File: src/rtl/dvi_tmds_encoder.sv
// DVI 1.0 TMDS encoder: 12-bit RGB + syncs + DE -> three 10-bit symbols, fixed 3-clock latency, no backpressure.
// Optional build macro DVI_ENC_SCANLINES_EN dims odd active lines to 50% (line parity cleared by vsync).
module dvi_tmds_encoder (
  input  logic       clk,
  input  logic       reset,
  input  logic [3:0] in_r,
  input  logic [3:0] in_g,
  input  logic [3:0] in_b,
  input  logic       in_hsync,
  input  logic       in_vsync,
  input  logic       in_de,
  output logic [9:0] tmds_ch0,
  output logic [9:0] tmds_ch1,
  output logic [9:0] tmds_ch2
);

  localparam logic [9:0] CTRL_00 = 10'b1101010100;
  localparam logic [9:0] CTRL_01 = 10'b0010101011;
  localparam logic [9:0] CTRL_10 = 10'b0101010100;
  localparam logic [9:0] CTRL_11 = 10'b1010101011;

  function automatic logic [3:0] popcnt8(input logic [7:0] d);
    logic [3:0] ones;
    ones = 4'd0;
    for (int i = 0; i < 8; i++) begin
      ones = ones + {3'b000, d[i]};
    end
    return ones;
  endfunction

  // Transition minimisation; q_m[8] = 1 flags XOR mode.
  function automatic logic [8:0] minimise(input logic [7:0] d);
    logic [3:0] ones;
    logic       use_xnor;
    logic [8:0] q;
    ones     = popcnt8(d);
    use_xnor = (ones > 4'd4) || ((ones == 4'd4) && !d[0]);
    q        = 9'd0;
    q[0]     = d[0];
    for (int i = 1; i < 8; i++) begin
      q[i] = use_xnor ? ~(q[i-1] ^ d[i]) : (q[i-1] ^ d[i]);
    end
    q[8] = ~use_xnor;
    return q;
  endfunction

  // DC balance: returns {symbol[9:0], next running disparity[4:0]}.
  function automatic logic [14:0] balance(input logic [8:0] q_m,
                                          input logic [3:0] n1,
                                          input logic [3:0] n0,
                                          input logic [4:0] cnt);
    logic [4:0] n1x;
    logic [4:0] n0x;
    logic [4:0] nxt;
    logic [9:0] sym;
    logic       cnt_zero;
    logic       cnt_neg;
    logic       cnt_pos;
    n1x      = {1'b0, n1};
    n0x      = {1'b0, n0};
    cnt_zero = (cnt == 5'd0);
    cnt_neg  = cnt[4];
    cnt_pos  = !cnt_neg && !cnt_zero;
    if (cnt_zero || (n1 == n0)) begin
      sym = {~q_m[8], q_m[8], (q_m[8] ? q_m[7:0] : ~q_m[7:0])};
      nxt = q_m[8] ? (cnt + n1x - n0x) : (cnt + n0x - n1x);
    end else if ((cnt_pos && (n1 > n0)) || (cnt_neg && (n0 > n1))) begin
      sym = {1'b1, q_m[8], ~q_m[7:0]};
      nxt = cnt + {3'b000, q_m[8], 1'b0} + n0x - n1x;
    end else begin
      sym = {1'b0, q_m[8], q_m[7:0]};
      nxt = cnt + n1x - n0x - {3'b000, ~q_m[8], 1'b0};
    end
    return {sym, nxt};
  endfunction

  function automatic logic [9:0] ctrl_sym(input logic c1, input logic c0);
    logic [9:0] sym;
    case ({c1, c0})
      2'b00:   sym = CTRL_00;
      2'b01:   sym = CTRL_01;
      2'b10:   sym = CTRL_10;
      default: sym = CTRL_11;
    endcase
    return sym;
  endfunction

  // Stage 1: input register with 4->8 bit replication
  logic [7:0] s1_r, s1_g, s1_b;
  logic       s1_de, s1_hsync, s1_vsync;

  always_ff @(posedge clk or posedge reset) begin
    if (reset) begin
      s1_r     <= 8'd0;
      s1_g     <= 8'd0;
      s1_b     <= 8'd0;
      s1_de    <= 1'b0;
      s1_hsync <= 1'b0;
      s1_vsync <= 1'b0;
    end else begin
      s1_r     <= {in_r, in_r};
      s1_g     <= {in_g, in_g};
      s1_b     <= {in_b, in_b};
      s1_de    <= in_de;
      s1_hsync <= in_hsync;
      s1_vsync <= in_vsync;
    end
  end

  logic [7:0] s1_r_eff, s1_g_eff, s1_b_eff;

`ifdef DVI_ENC_SCANLINES_EN
  logic s1_de_d;
  logic line_odd;

  // Parity flips at the end of each active line; vsync re-aligns it to even.
  always_ff @(posedge clk or posedge reset) begin
    if (reset) begin
      s1_de_d  <= 1'b0;
      line_odd <= 1'b0;
    end else begin
      s1_de_d <= s1_de;
      if (s1_vsync) begin
        line_odd <= 1'b0;
      end else if (s1_de_d && !s1_de) begin
        line_odd <= ~line_odd;
      end
    end
  end

  assign s1_r_eff = line_odd ? {1'b0, s1_r[7:1]} : s1_r;
  assign s1_g_eff = line_odd ? {1'b0, s1_g[7:1]} : s1_g;
  assign s1_b_eff = line_odd ? {1'b0, s1_b[7:1]} : s1_b;
`else
  assign s1_r_eff = s1_r;
  assign s1_g_eff = s1_g;
  assign s1_b_eff = s1_b;
`endif

  // Stage 2: transition minimisation and ones/zeros count of q_m[7:0]
  logic [8:0] qm_r_nxt, qm_g_nxt, qm_b_nxt;

  always_comb begin
    qm_r_nxt = minimise(s1_r_eff);
    qm_g_nxt = minimise(s1_g_eff);
    qm_b_nxt = minimise(s1_b_eff);
  end

  logic [8:0] s2_qm_r, s2_qm_g, s2_qm_b;
  logic [3:0] s2_n1_r, s2_n1_g, s2_n1_b;
  logic [3:0] s2_n0_r, s2_n0_g, s2_n0_b;
  logic       s2_de, s2_hsync, s2_vsync;

  always_ff @(posedge clk or posedge reset) begin
    if (reset) begin
      s2_qm_r  <= 9'd0;
      s2_qm_g  <= 9'd0;
      s2_qm_b  <= 9'd0;
      s2_n1_r  <= 4'd0;
      s2_n1_g  <= 4'd0;
      s2_n1_b  <= 4'd0;
      s2_n0_r  <= 4'd0;
      s2_n0_g  <= 4'd0;
      s2_n0_b  <= 4'd0;
      s2_de    <= 1'b0;
      s2_hsync <= 1'b0;
      s2_vsync <= 1'b0;
    end else begin
      s2_qm_r  <= qm_r_nxt;
      s2_qm_g  <= qm_g_nxt;
      s2_qm_b  <= qm_b_nxt;
      s2_n1_r  <= popcnt8(qm_r_nxt[7:0]);
      s2_n1_g  <= popcnt8(qm_g_nxt[7:0]);
      s2_n1_b  <= popcnt8(qm_b_nxt[7:0]);
      s2_n0_r  <= 4'd8 - popcnt8(qm_r_nxt[7:0]);
      s2_n0_g  <= 4'd8 - popcnt8(qm_g_nxt[7:0]);
      s2_n0_b  <= 4'd8 - popcnt8(qm_b_nxt[7:0]);
      s2_de    <= s1_de;
      s2_hsync <= s1_hsync;
      s2_vsync <= s1_vsync;
    end
  end

  // Stage 3: DC balance; symbols leave straight from these flops
  logic [4:0]  cnt_r, cnt_g, cnt_b;
  logic [14:0] bal_r, bal_g, bal_b;

  always_comb begin
    bal_r = balance(s2_qm_r, s2_n1_r, s2_n0_r, cnt_r);
    bal_g = balance(s2_qm_g, s2_n1_g, s2_n0_g, cnt_g);
    bal_b = balance(s2_qm_b, s2_n1_b, s2_n0_b, cnt_b);
  end

  always_ff @(posedge clk or posedge reset) begin
    if (reset) begin
      tmds_ch0 <= CTRL_00;
      tmds_ch1 <= CTRL_00;
      tmds_ch2 <= CTRL_00;
      cnt_r    <= 5'd0;
      cnt_g    <= 5'd0;
      cnt_b    <= 5'd0;
    end else if (!s2_de) begin
      tmds_ch0 <= ctrl_sym(s2_vsync, s2_hsync);
      tmds_ch1 <= CTRL_00;
      tmds_ch2 <= CTRL_00;
      cnt_r    <= 5'd0;
      cnt_g    <= 5'd0;
      cnt_b    <= 5'd0;
    end else begin
      tmds_ch0 <= bal_b[14:5];
      tmds_ch1 <= bal_g[14:5];
      tmds_ch2 <= bal_r[14:5];
      cnt_b    <= bal_b[4:0];
      cnt_g    <= bal_g[4:0];
      cnt_r    <= bal_r[4:0];
    end
  end

endmodule

File: config.mk
export PLATFORM = sky130hd
export DESIGN_NAME = dvi_tmds_encoder
export DESIGN_NICKNAME = d
export VERILOG_FILES = /design/src/rtl/dvi_tmds_encoder.sv
export SDC_FILE = /design/constraint.sdc
export NUM_CORES = 1
export LEC_CHECK = 0
export CAP_MARGIN = 15
export CELL_PAD_IN_SITES_DETAIL_PLACEMENT = 1
export CELL_PAD_IN_SITES_GLOBAL_PLACEMENT = 1
export CORE_MARGIN = 10
export CORE_UTILIZATION = 40
export DETAILED_ROUTE_END_ITERATION = 10
export GPL_TIMING_DRIVEN = 1
export PLACE_DENSITY = 0.82
export SLEW_MARGIN = 30
export SYNTH_ARGS = -nofsm -noshare
export SYNTH_HDL_FRONTEND = slang
export SYNTH_SLANG_ARGS = --single-unit
File: constraint.sdc
create_clock -name clk -period 5.4 [get_ports clk]
set_input_delay 1.08 -clock clk [delete_from_list [all_inputs] [get_ports clk]]
set_output_delay 1.08 -clock clk [all_outputs]
set_load 0.02 [all_outputs]
Word-level counts from Yosys, hierarchy flattened
Index checks and enable logic that the tools add are counted.
- word-level logic and storage cells: 241
- flip-flop bits (word level): 126
- eq/ne operators: 8
- add/subtract/negate cells: 69
- order comparisons: 9
- multiplexer cells: 46
- bitwise operators: 51
- reductions and logical operators: 34
- operator list (operator ; number):
    4-bit by 1-bit adder with 4-bit output ; 24
    10-bit two-way mux ; 9
    5-bit two-way mux ; 12
    5-bit by 4-bit adder with 5-bit output ; 9
    5-bit by 4-bit subtractor with 5-bit output ; 9
    10-bit case mux with 3 select lines ; 1
    1-bit inverter ; 27
    3-bit by 1-bit adder with 4-bit output ; 6
    4-bit > comparator ; 6
    8-bit two-way mux ; 3
    8-bit inverter ; 3
    1-bit two-way mux ; 21
    1-bit XOR ; 21
    2-bit by 1-bit adder with 3-bit output ; 6
    5-bit by 2-bit adder with 5-bit output ; 3
    5-bit logical NOT ; 3
    5-bit by 2-bit subtractor with 5-bit output ; 3
    1-bit by 1-bit adder with 2-bit output ; 6
    4-bit by 3-bit equality test with 1-bit output, second input constant ; 3
    4-bit equality test ; 3
    4-bit by 3-bit > comparator with 1-bit output, second input constant ; 3
    1-bit logical AND ; 12
    4-bit subtractor, first input constant ; 3
    1-bit logical NOT ; 9
    other kinds (4) ; 12

Depth between registers and ports, before layout
Gate-level depths: netlist of run 1.
- depth in word-level cells: 31
- depth in mapped cells: 21

Worst setup path before layout of run 1
OpenSTA, ideal clock, no wires.
- path type: register -> register
- start point: reg s1_b[3]
- end point: reg s2_n0_b[2]
- arrival time: 5.872 ns
- cell stages (with the launch flop): 20
- slack: -0.599 ns
- library setup time: 0.127 ns
- data required time: 5.273 ns
- path buffers: 0
- path through: dfrtp_1 fa_1 fa_1 ha_1 inv_1 fa_1 nand3b_1 a221o_1 a22oi_1 xor2_1 xnor2_1 fa_1 fa_1 inv_1 fa_1 ha_1 fa_1 inv_1 ha_1 xnor2_1
- cells in the longest elaborated chain, start to end: 29
- elaborated cells on any way between the ends: 36
- classes of those cells: 13 x add/sub; 1 x order compare; 1 x eq/ne; 7 x mux; 12 x bitwise; 2 x reduce/logical
- RTL lines (item ; RTL line ; source):
    start, declared ; 89 ; logic [7:0] s1_r, s1_g, s1_b;
    start signal, assigned ; 103 ; s1_b <= {in_b, in_b};
    branches (longest 27 deep; another with 3-bit by 1-bit adder with 4-bit output) ; -- ;
    4-bit by 1-bit adder with 4-bit output * ; 26 ; ones = ones + {3'b000, d[i]};
    4-bit subtractor * ; 177 ; s2_n0_b <= 4'd8 - popcnt8(qm_b_nxt[7:0]);
    end signal, assigned ; 177 ;
    end, declared ; 151 ; logic [3:0] s2_n0_r, s2_n0_g, s2_n0_b;
Mark *: on every way between the ends.

Worst setup path after layout of run 1
- start point: reg s1_b[4]
- end point: reg s2_n0_b[2]
- cells in the longest elaborated chain, start to end: 28
- elaborated cells on any way between the ends: 35
- classes of those cells: 12 x add/sub; 1 x order compare; 1 x eq/ne; 7 x mux; 12 x bitwise; 2 x reduce/logical
- RTL lines (item ; RTL line):
    branches (longest 26 deep; another with 4-bit by 1-bit adder with 4-bit output) ; --
    4-bit by 1-bit adder with 4-bit output * ; 26
    4-bit subtractor * ; 177
Marked as above.

==> results.sh, run 1 <==
export IMPL_setup_viol=17
export IMPL_io_pins=47
export IMPL_start_util=0.4040
export IMPL_cts_root_buf="clkbuf_16"
export IMPL_drt_iter0_drc=283
export IMPL_grt_max_degree=78
export IMPL_synth_seq_cells=111
export IMPL_cts_buffer_depth=2
export IMPL_synth_edf_count=0
export IMPL_clock_latency_ps=360
export IMPL_worst_slew_pin_transition_ps=858.2
export IMPL_max_freq_mhz=161.0
export IMPL_worst_setup_path_type="reg -> reg"
export IMPL_reg2reg_setup_slack_ps=-810
export IMPL_rsz0062_at_grt="true"
export IMPL_place_gp_congestion=0.8167
export IMPL_diodes=0
export IMPL_fin_skew_ps=8.388
export IMPL_drive_gt1_frac=0.2002
export IMPL_crit_path_start_kind="flop"
export IMPL_syn_nets=851
export IMPL_cp_end_kind="flop"
export IMPL_violations="negative setup slack"
export IMPL_vias=5414
export IMPL_period_share=1.150
export IMPL_cts_sinks=111
export IMPL_clk_transition_reported_paths_ps=70
export IMPL_syn_inst=699
export IMPL_core_area_sq_mm=0.01858
export IMPL_drv_cap=0
export IMPL_final_common_cell="inv_1"
export IMPL_dr_pass1_iters=4
export IMPL_h_tree_depth=3
export IMPL_cts_buffers=9
export IMPL_critPathArrivalTime_ps=6470
export IMPL_fp_dieH_um=157.0
export IMPL_nNetsFinal=961
export IMPL_die_area_sq_mm=0.02464
export IMPL_ff2ff_path_depth=19
export IMPL_track_usage=0.1589
export IMPL_required_ps=5660
export IMPL_critical_path_max_fanout=3
export IMPL_crit_start="s1_b[4]$_DFF_PP0_"
export IMPL_maxSlewViolCount=0
export IMPL_ys_flop_type="dfrtp_1"
export IMPL_synthTopCellsByArea="dfrtp_1, ha_1, fa_1, inv_1, xnor2_1"
export IMPL_async_reset_ff_frac=1.000
export IMPL_syn_area_sq_mm=0.007506
export IMPL_final_cell_mix="inv_1, dfrtp_1, ha_1"
export IMPL_cts_hold_buf=0
export IMPL_drc=0
export IMPL_crit_end="s2_n0_b[2]$_DFF_PP0_"
export IMPL_yosysSeqAreaShare=0.3726
export IMPL_slew_headroom=0.4226
export IMPL_hold_class="reg -> reg"
export IMPL_setup_ws_ps=-811.0
export IMPL_ant_nets=0
export IMPL_die_w_um=157.0
export IMPL_antenna_found_initial=0
export IMPL_reg2reg_to="s2_n0_b[2]$_DFF_PP0_"
export IMPL_port_buffers=46
export IMPL_routedWlPerCell_um=21.03
export IMPL_ys_types=45
export IMPL_overflow=0
export IMPL_yosys_area_top_type_share=0.3201
export IMPL_reg2reg_from="s1_b[4]$_DFF_PP0_"
export IMPL_wl_mm=22.04
export IMPL_grt_pass1_wl_mm=31.04
export IMPL_dp_cells=1006
export IMPL_num_rows=50
export IMPL_hpwl_mm=12.92
export IMPL_ys_warnings_count=0
export IMPL_post_drt_via_cell_ratio=5.166
export IMPL_status="complete, but fails checks"
export IMPL_min_period_ps=6211
export IMPL_utilization=0.5057
export IMPL_cts_tree="done"
export IMPL_synth_top_area_cell="dfrtp_1"
export IMPL_timing_hold_violations_final=0
export IMPL_avgSynthCellArea_sq_um=10.74
export IMPL_instances_no_fill=1048
export IMPL_syn_to_final_growth_pct=25.19
export IMPL_grt_pass1_vias=6041
==> layout make-up <==
type | instances | area (sq um)
fillers | 1966 | 9184
multi-input cells | 443 | 4543
flip-flops and latches | 111 | 2798
repair buffers | 108 | 948.4
inverters | 136 | 515.5
well taps | 234 | 292.8
clock buffers | 12 | 246.5
clock inverters | 4 | 52.55
==> critical path: stages, from the launching register on <==
cell	delay, ps
dfrtp_1	410
fa_1	520
fa_2	540
a21o_1	140
inv_2	40
fa_1	510
nand3b_1	150
a221o_1	350
a22oi_2	240
xor2_2	270
xnor2_2	180
fa_1	460
fa_1	520
inv_2	50
fa_2	460
ha_4	200
fa_2	620
inv_2	70
ha_4	160
xnor2_1	210
==> per-layer routing <==
| metal | vias up | GRT usage | wire, um |
|---|---|---|---|
| li1 | 2420 | - | - |
| met1 | 2810 | 0.1739 | 8490 |
| met2 | 128 | 0.3056 | 12120 |
| met3 | 56 | 0.02265 | 703 |
| met4 | 0 | 0.05169 | 721 |
| met5 | - | 0 | 0 |
==> cells in the mapped netlist (3+ instances only) <==
cell type  instances
inv_1            136
dfrtp_1           96
ha_1              90
xnor2_1           56
a21oi_1           46
xor2_1            46
fa_1              45
nand2_1           23
o21ai_0           23
nor2_1            17
dfstp_2           15
and2_1            12
mux2i_1           12
nor3_1             9
and3_1             7
a21o_1             6
nand3_1            5
nor2b_1            5
clkbuf_1           4
o211a_1            4
o22ai_1            4
o31ai_1            4
a211oi_1           3
buf_2              3
==> logic make-up after synthesis <==
| logic type | after synthesis | share of synthesized area |
|---|---|---|
| multiplexers | 14 | 0.01900 |
| AND/OR/NAND/NOR | 90 | 0.06167 |
| flip-flops | 111 | 0.3726 |
| XOR/XNOR | 103 | 0.1220 |
| AO/OA/AOI/OAI | 101 | 0.08118 |
| adder cells (fa/ha/maj) | 135 | 0.2700 |
| buffers and inverters | 145 | 0.07351 |
==> sequential cells by signal, indices dropped and copies added, names as in the netlist <==
name and flops:
s2_vsync 1, s2_n1_r 3, s2_n0_r 4, s1_vsync 1
tmds_ch0 10, s2_qm_g 9, s2_n0_g 4, s1_r 4
s2_n1_b 3, tmds_ch1 10, s2_qm_b 9, s2_qm_r 9
tmds_ch2 10, s1_hsync 1, s2_de 1, cnt_g 5
s2_n0_b 4, s2_n1_g 3, s1_de 1, cnt_b 5
s2_hsync 1, s1_g 4, cnt_r 5, s1_b 4
==> what timing repair did <==
action	in CTS	in global routing
gates resized for setup	40	25
setup endpoints to repair	16	18
endpoints found under the hold margin	0	0
pin swaps	32	14
setup buffers	20	9
==> stage by stage <==
step	setup WS, ps	cell area (sq um)	hold slack (ps)	setup TNS, ps
global route	-942.1	9397	357.0	-9279
floorplan	-455.9	7597	331.2	-1636
CTS	-552.4	9191	357.3	-3119
global placement	-312.9	8582	331.1	-1232
finish	-811.0	9397	352.2	-6637
detailed placement	-601.8	8588	344.2	-3951
==> worst min path at each step <==
stage / start / to / slack [ps] / depth (start not counted)
floorplan: s1_de$_DFF_PP0_ / s2_de$_DFF_PP0_ / 330 / 0
global placement: s1_de$_DFF_PP0_ / s2_de$_DFF_PP0_ / 330 / 0
detailed placement: s1_de$_DFF_PP0_ / s2_de$_DFF_PP0_ / 340 / 0
CTS: s1_de$_DFF_PP0_ / s2_de$_DFF_PP0_ / 360 / 0
global route: s1_de$_DFF_PP0_ / s2_de$_DFF_PP0_ / 360 / 0
finish: s1_de$_DFF_PP0_ / s2_de$_DFF_PP0_ / 350 / 0
Power of run 1 is not shown: default switching activity piles up to over one toggle a cycle in this logic, so the estimate is an artifact.
==> run 2, diff against run 1 <==
--- a/config.mk
+++ b/config.mk
@@ -12,7 +12,7 @@
 export CORE_UTILIZATION = 40
 export DETAILED_ROUTE_END_ITERATION = 10
 export GPL_TIMING_DRIVEN = 1
-export PLACE_DENSITY = 0.82
+export PLACE_DENSITY_LB_ADDON = 0.1
 export SLEW_MARGIN = 30
 export SYNTH_ARGS = -nofsm -noshare
 export SYNTH_HDL_FRONTEND = slang
==> constraint.sdc (replaced) <==
create_clock -name clk -period 5.6 [get_ports clk]
set_input_delay 1.12 -clock clk [delete_from_list [all_inputs] [get_ports clk]]
set_output_delay 1.12 -clock clk [all_outputs]
set_load 0.02 [all_outputs]
==> results.sh, run 2 (same netlist as run 1, synthesis figures left out) <==
export IMPL_violations="negative setup slack"
export IMPL_dr_pass1_iters=4
export IMPL_grt_max_degree=76
export IMPL_drive_gt1_frac=0.1811
export IMPL_period_share=1.039
export IMPL_wl_mm=16.90
export IMPL_critPathArrivalTime_ps=6060
export IMPL_worst_setup_path_type="reg -> reg"
export IMPL_num_rows=50
export IMPL_cts_sinks=111
export IMPL_crit_start="s1_b[4]$_DFF_PP0_"
export IMPL_place_gp_congestion=0.8304
export IMPL_timing_hold_violations_final=0
export IMPL_worst_slew_pin_transition_ps=688.3
export IMPL_hold_class="reg -> reg"
export IMPL_critical_path_max_fanout=3
export IMPL_reg2reg_setup_slack_ps=-220
export IMPL_min_period_ps=5819
export IMPL_multiInputGateArea_sq_mm=0.004431
export IMPL_status="complete, but fails checks"
export IMPL_syn_to_final_growth_pct=23.19
export IMPL_cts_hold_buf=0
export IMPL_required_ps=5840
export IMPL_vias=4958
export IMPL_nNetsFinal=953
export IMPL_ant_nets=0
export IMPL_fin_skew_ps=9.084
export IMPL_grt_pass1_vias=5615
export IMPL_reg2reg_from="s1_b[4]$_DFF_PP0_"
export IMPL_max_freq_mhz=171.8
export IMPL_slew_headroom=0.5369
export IMPL_final_common_cell="inv_1"
export IMPL_core_area_sq_mm=0.01858
export IMPL_cts_buffers=9
export IMPL_overflow=0
export IMPL_hpwl_mm=13.07
export IMPL_drc=0
export IMPL_timing_hold_ws_ps=357.2
export IMPL_seqCellArea_sq_mm=0.002798
export IMPL_cp_end_kind="flop"
export IMPL_clock_latency_ps=350
export IMPL_setup_ws_ps=-219.1
export IMPL_start_util=0.4040
export IMPL_antenna_found_initial=0
export IMPL_grt_pass1_wl_mm=28.05
export IMPL_reg_top3="tmds_ch0 (10), tmds_ch1 (10), tmds_ch2 (10)"
export IMPL_diodes=0
export IMPL_cts_root_buf="clkbuf_16"
export IMPL_ff2ff_path_depth=19
export IMPL_port_buffers=46
export IMPL_setup_viol=3
export IMPL_post_drt_via_cell_ratio=4.767
export IMPL_drt_iter0_drc=119
export IMPL_h_tree_depth=3
export IMPL_rsz0062_at_grt="true"
export IMPL_final_cell_mix="inv_1, dfrtp_1, ha_1"
export IMPL_fp_dieH_um=157.0
export IMPL_io_pins=47
export IMPL_cts_buffer_depth=2
export IMPL_crit_path_start_kind="flop"
export IMPL_drv_cap=0
export IMPL_die_area_sq_mm=0.02464
export IMPL_die_w_um=157.0
export IMPL_track_usage=0.1422
export IMPL_nFillCells=1999
export IMPL_routedWlPerCell_um=16.25
export IMPL_reg2reg_to="s2_n0_b[2]$_DFF_PP0_"
export IMPL_crit_end="s2_n0_b[2]$_DFF_PP0_"
export IMPL_cts_tree="done"
export IMPL_maxSlewViolCount=0
export IMPL_clk_transition_reported_paths_ps=70
## run 2: worst max-delay path, stage by stage, from the launching register on
cell,delay (ps)
dfrtp_1,400
fa_1,520
fa_2,540
a21o_1,140
inv_2,50
fa_1,490
nand3b_1,100
a221o_1,320
a22oi_2,240
xor2_2,230
xnor2_2,150
fa_1,450
fa_1,490
inv_1,50
fa_1,450
ha_2,200
fa_2,560
inv_2,60
ha_4,160
xnor2_2,120
## run 2: worst min path at each step
stage,startpoint,slack [ps],depth (start not counted),endpoint
final,s1_vsync$_DFF_PP0_,360,0,s2_vsync$_DFF_PP0_
after global routing,s1_vsync$_DFF_PP0_,370,0,s2_vsync$_DFF_PP0_
after CTS,s1_vsync$_DFF_PP0_,360,0,s2_vsync$_DFF_PP0_
after detailed placement,s1_vsync$_DFF_PP0_,340,0,s2_vsync$_DFF_PP0_
after global placement,s1_de$_DFF_PP0_,350,0,s2_de$_DFF_PP0_
after floorplan,s1_de$_DFF_PP0_,330,0,s2_de$_DFF_PP0_
## run 2: timing repair
item | CTS | global route
setup endpoints to repair | 11 | 14
pin swaps | 26 | 11
setup buffers | 11 | 9
resized for setup | 19 | 33
## run 2: cell type report
cell class              count  area share
multi-input cells         443      0.4792
inverters                 136     0.05575
flip-flops and latches    111      0.3026
clock inverters             5    0.009472
well taps                 234     0.03166
repair buffers            100     0.09405
clock buffers              11     0.02733
## run 2: through the flow
step | utilization | area [sq um] | cells | setup TNS [ps] | setup WS, ps
2_1_floorplan | - | 7540 | 699 | -730.0 | -255.9
3_3_place_gp | 0.4580 | 8509 | 1004 | -254.7 | -104.8
3_5_place_dp | 0.4583 | 8516 | 1004 | -1600 | -313.2
4_1_cts | 0.4853 | 9017 | 1031 | -745.1 | -265.8
5_1_grt | 0.4976 | 9246 | 1040 | -2332 | -487.1
6_report | 0.4976 | 9246 | 1040 | -495.0 | -219.1
## run 2: routing by layer
| layer | GRT usage | up-vias | routed length (um) |
|---|---|---|---|
| li1 | - | 2403 | - |
| met1 | 0.1730 | 2481 | 7479 |
| met2 | 0.2445 | 52 | 8658 |
| met3 | 0.03521 | 22 | 523 |
| met4 | 0.03910 | 0 | 242 |
| met5 | 0 | - | 0 |
Power of run 2 is left out for the same reason.
==> run 3, diff against run 2 <==
--- a/config.mk
+++ b/config.mk
@@ -8,7 +8,7 @@
 export CAP_MARGIN = 15
 export CELL_PAD_IN_SITES_DETAIL_PLACEMENT = 1
 export CELL_PAD_IN_SITES_GLOBAL_PLACEMENT = 1
-export CORE_MARGIN = 10
+export CORE_MARGIN = 3
 export CORE_UTILIZATION = 40
 export DETAILED_ROUTE_END_ITERATION = 10
 export GPL_TIMING_DRIVEN = 1
==> results.sh, run 3 (same netlist as run 1, synthesis figures left out) <==
export IMPL_holdCritStartpoint="s1_hsync$_DFF_PP0_"
export IMPL_crit_cells=19
export IMPL_critical_path_max_fanout=3
export IMPL_critPathArrivalTime_ps=6060
export IMPL_crit_start="s1_b[4]$_DFF_PP0_"
export IMPL_port_buffers=46
export IMPL_reg2reg_from="s1_b[4]$_DFF_PP0_"
export IMPL_clk_transition_reported_paths_ps=80
export IMPL_cts_sinks=111
export IMPL_start_util=0.4122
export IMPL_setup_tns_ps=-534.0
export IMPL_post_drt_via_cell_ratio=4.840
export IMPL_timing_hold_violations_final=0
export IMPL_num_rows=49
export IMPL_slew_headroom=0.5131
export IMPL_drc=0
export IMPL_min_period_ps=5824
export IMPL_final_cell_mix="inv_1, dfrtp_1, ha_1"
export IMPL_cpMaxStageDelayCell="fa_2"
export IMPL_period_share=1.040
export IMPL_cp_end_kind="flop"
export IMPL_hold_class="reg -> reg"
export IMPL_drive_gt1_frac=0.1652
export IMPL_required_ps=5840
export IMPL_reg2reg_setup_slack_ps=-220
export IMPL_hpwl_mm=12.76
export IMPL_cp_buffers_inverters=3
export IMPL_vias=4976
export IMPL_core_area_sq_mm=0.01821
export IMPL_violations="negative setup slack"
export IMPL_h_tree_depth=3
export IMPL_nNetsFinal=946
export IMPL_instances_no_fill=1028
export IMPL_cpMostUsedCell="fa_1"
export IMPL_place_gp_congestion=0.8157
export IMPL_drv_cap=0
export IMPL_grt_max_degree=77
export IMPL_cp_cell_sequence="fa_1 -> fa_2 -> a21o_1 -> inv_2 -> fa_1 -> nand3b_1 -> a221o_1 -> a22oi_2 -> xor2_2 -> xnor2_1 -> fa_1 -> fa_1 -> inv_1 -> fa_1 -> ha_2 -> fa_2 -> inv_2 -> ha_4 -> xnor2_1"
export IMPL_cts_buffers=9
export IMPL_die_w_um=143.0
export IMPL_wl_mm=16.80
export IMPL_setup_viol=3
export IMPL_cts_tree="done"
export IMPL_rsz0062_at_grt="true"
export IMPL_routedWlPerCell_um=16.35
export IMPL_status="complete, but fails checks"
export IMPL_ant_nets=0
export IMPL_dp_cells=998
export IMPL_diodes=0
export IMPL_cts_buffer_depth=2
export IMPL_grt_pass1_vias=5851
export IMPL_crit_family="adder cells"
export IMPL_reg_top3="tmds_ch0 (10), tmds_ch1 (10), tmds_ch2 (10)"
export IMPL_fp_dieH_um=143.0
export IMPL_maxSlewViolCount=0
export IMPL_max_freq_mhz=171.7
export IMPL_whs_endpoint="s2_hsync$_DFF_PP0_"
export IMPL_final_common_cell="inv_1"
export IMPL_io_pins=47
export IMPL_worst_setup_path_type="reg -> reg"
export IMPL_cts_root_buf="clkbuf_16"
export IMPL_die_area_sq_mm=0.02044
export IMPL_grt_pass1_wl_mm=28.29
export IMPL_antenna_found_initial=0
export IMPL_reg2reg_to="s2_n0_b[2]$_DFF_PP0_"
export IMPL_drt_iter0_drc=87
export IMPL_timing_hold_ws_ps=352.5
export IMPL_overflow=0
export IMPL_dr_pass1_iters=4
export IMPL_ff2ff_path_depth=19
export IMPL_track_usage=0.1754
export IMPL_crit_path_start_kind="flop"
export IMPL_max_stage_delay_ps=570
export IMPL_syn_to_final_growth_pct=21.40
export IMPL_cts_hold_buf=0
export IMPL_nFillCells=1978
export IMPL_fin_skew_ps=7.699
export IMPL_worst_slew_pin_transition_ps=723.7
export IMPL_setup_ws_ps=-224.1
export IMPL_clock_latency_ps=360
export IMPL_hold_depth=0
==> run 3: cell types whose count changed in the layout (fill, tap and decap cells not counted), moves of 2 or more <==
| cell | before | now |
|---|---|---|
| buf_4 | 53 | 47 |
| xnor2_1 | 44 | 49 |
| xnor2_2 | 12 | 7 |
| clkbuf_1 | 0 | 2 |
| clkbuf_8 | 2 | 0 |
| ha_2 | 5 | 3 |
| ha_4 | 5 | 7 |
==> run 3: worst register-to-register path: cells and delay by family, from the launching register on <==
family	cells	cell delay, ps
xor gates and xnor gates	3	480
buffers and inverters	3	160
AOI/OAI and AO/OA	3	700
DFF	1	400
and+or+nand+nor	1	100
adders and majority gates	9	3870
==> run 3: final cells by class <==
type,instances,area [sq um],share of cell area
clock buffer,11,232.7,0.02554
clock inverter,5,66.31,0.007277
inverter,136,515.5,0.05657
multi-input combinational,443,4400,0.4829
sequential,111,2798,0.3070
tap,229,286.5,0.03144
timing repair buffer,93,813.3,0.08925
==> run 3: worst max-delay path by stage <==
stage	to	slack (ps)
after CTS	s2_n0_b[2]$_DFF_PP0_	-280
after global routing	s2_n0_b[2]$_DFF_PP0_	-430
final	s2_n0_b[2]$_DFF_PP0_	-220
after detailed placement	s2_n0_b[2]$_DFF_PP0_	-330
after global placement	s2_n0_b[2]$_DFF_PP0_	-120
after floorplan	s2_n0_b[2]$_DFF_PP0_	-260
==> run 3: per-layer routing <==
metal  global-route usage  share of wire  up-vias
met5                    0              0        -
met4              0.04102          0.010        0
met3              0.03885          0.026       13
met2               0.3113           0.53       62
met1               0.2184           0.43     2511
li1                     -              -     2390
==> run 3: what timing repair did <==
action,CTS,global route
endpoints found under the setup margin,11,14
setup buffers,5,9
gates resized for setup,12,34
pin swaps,16,17
==> run 3: stage by stage <==
step / utilization / setup slack (ps) / cell area [sq um]
5_1_grt: 0.5004 / -431.2 / 9112
3_5_place_dp: 0.4669 / -333.6 / 8502
4_1_cts: 0.4881 / -281.5 / 8887
6_report: 0.5004 / -224.1 / 9112
3_3_place_gp: 0.4666 / -122.1 / 8496
2_1_floorplan: - / -255.9 / 7540
Power of run 3 is left out for the same reason.
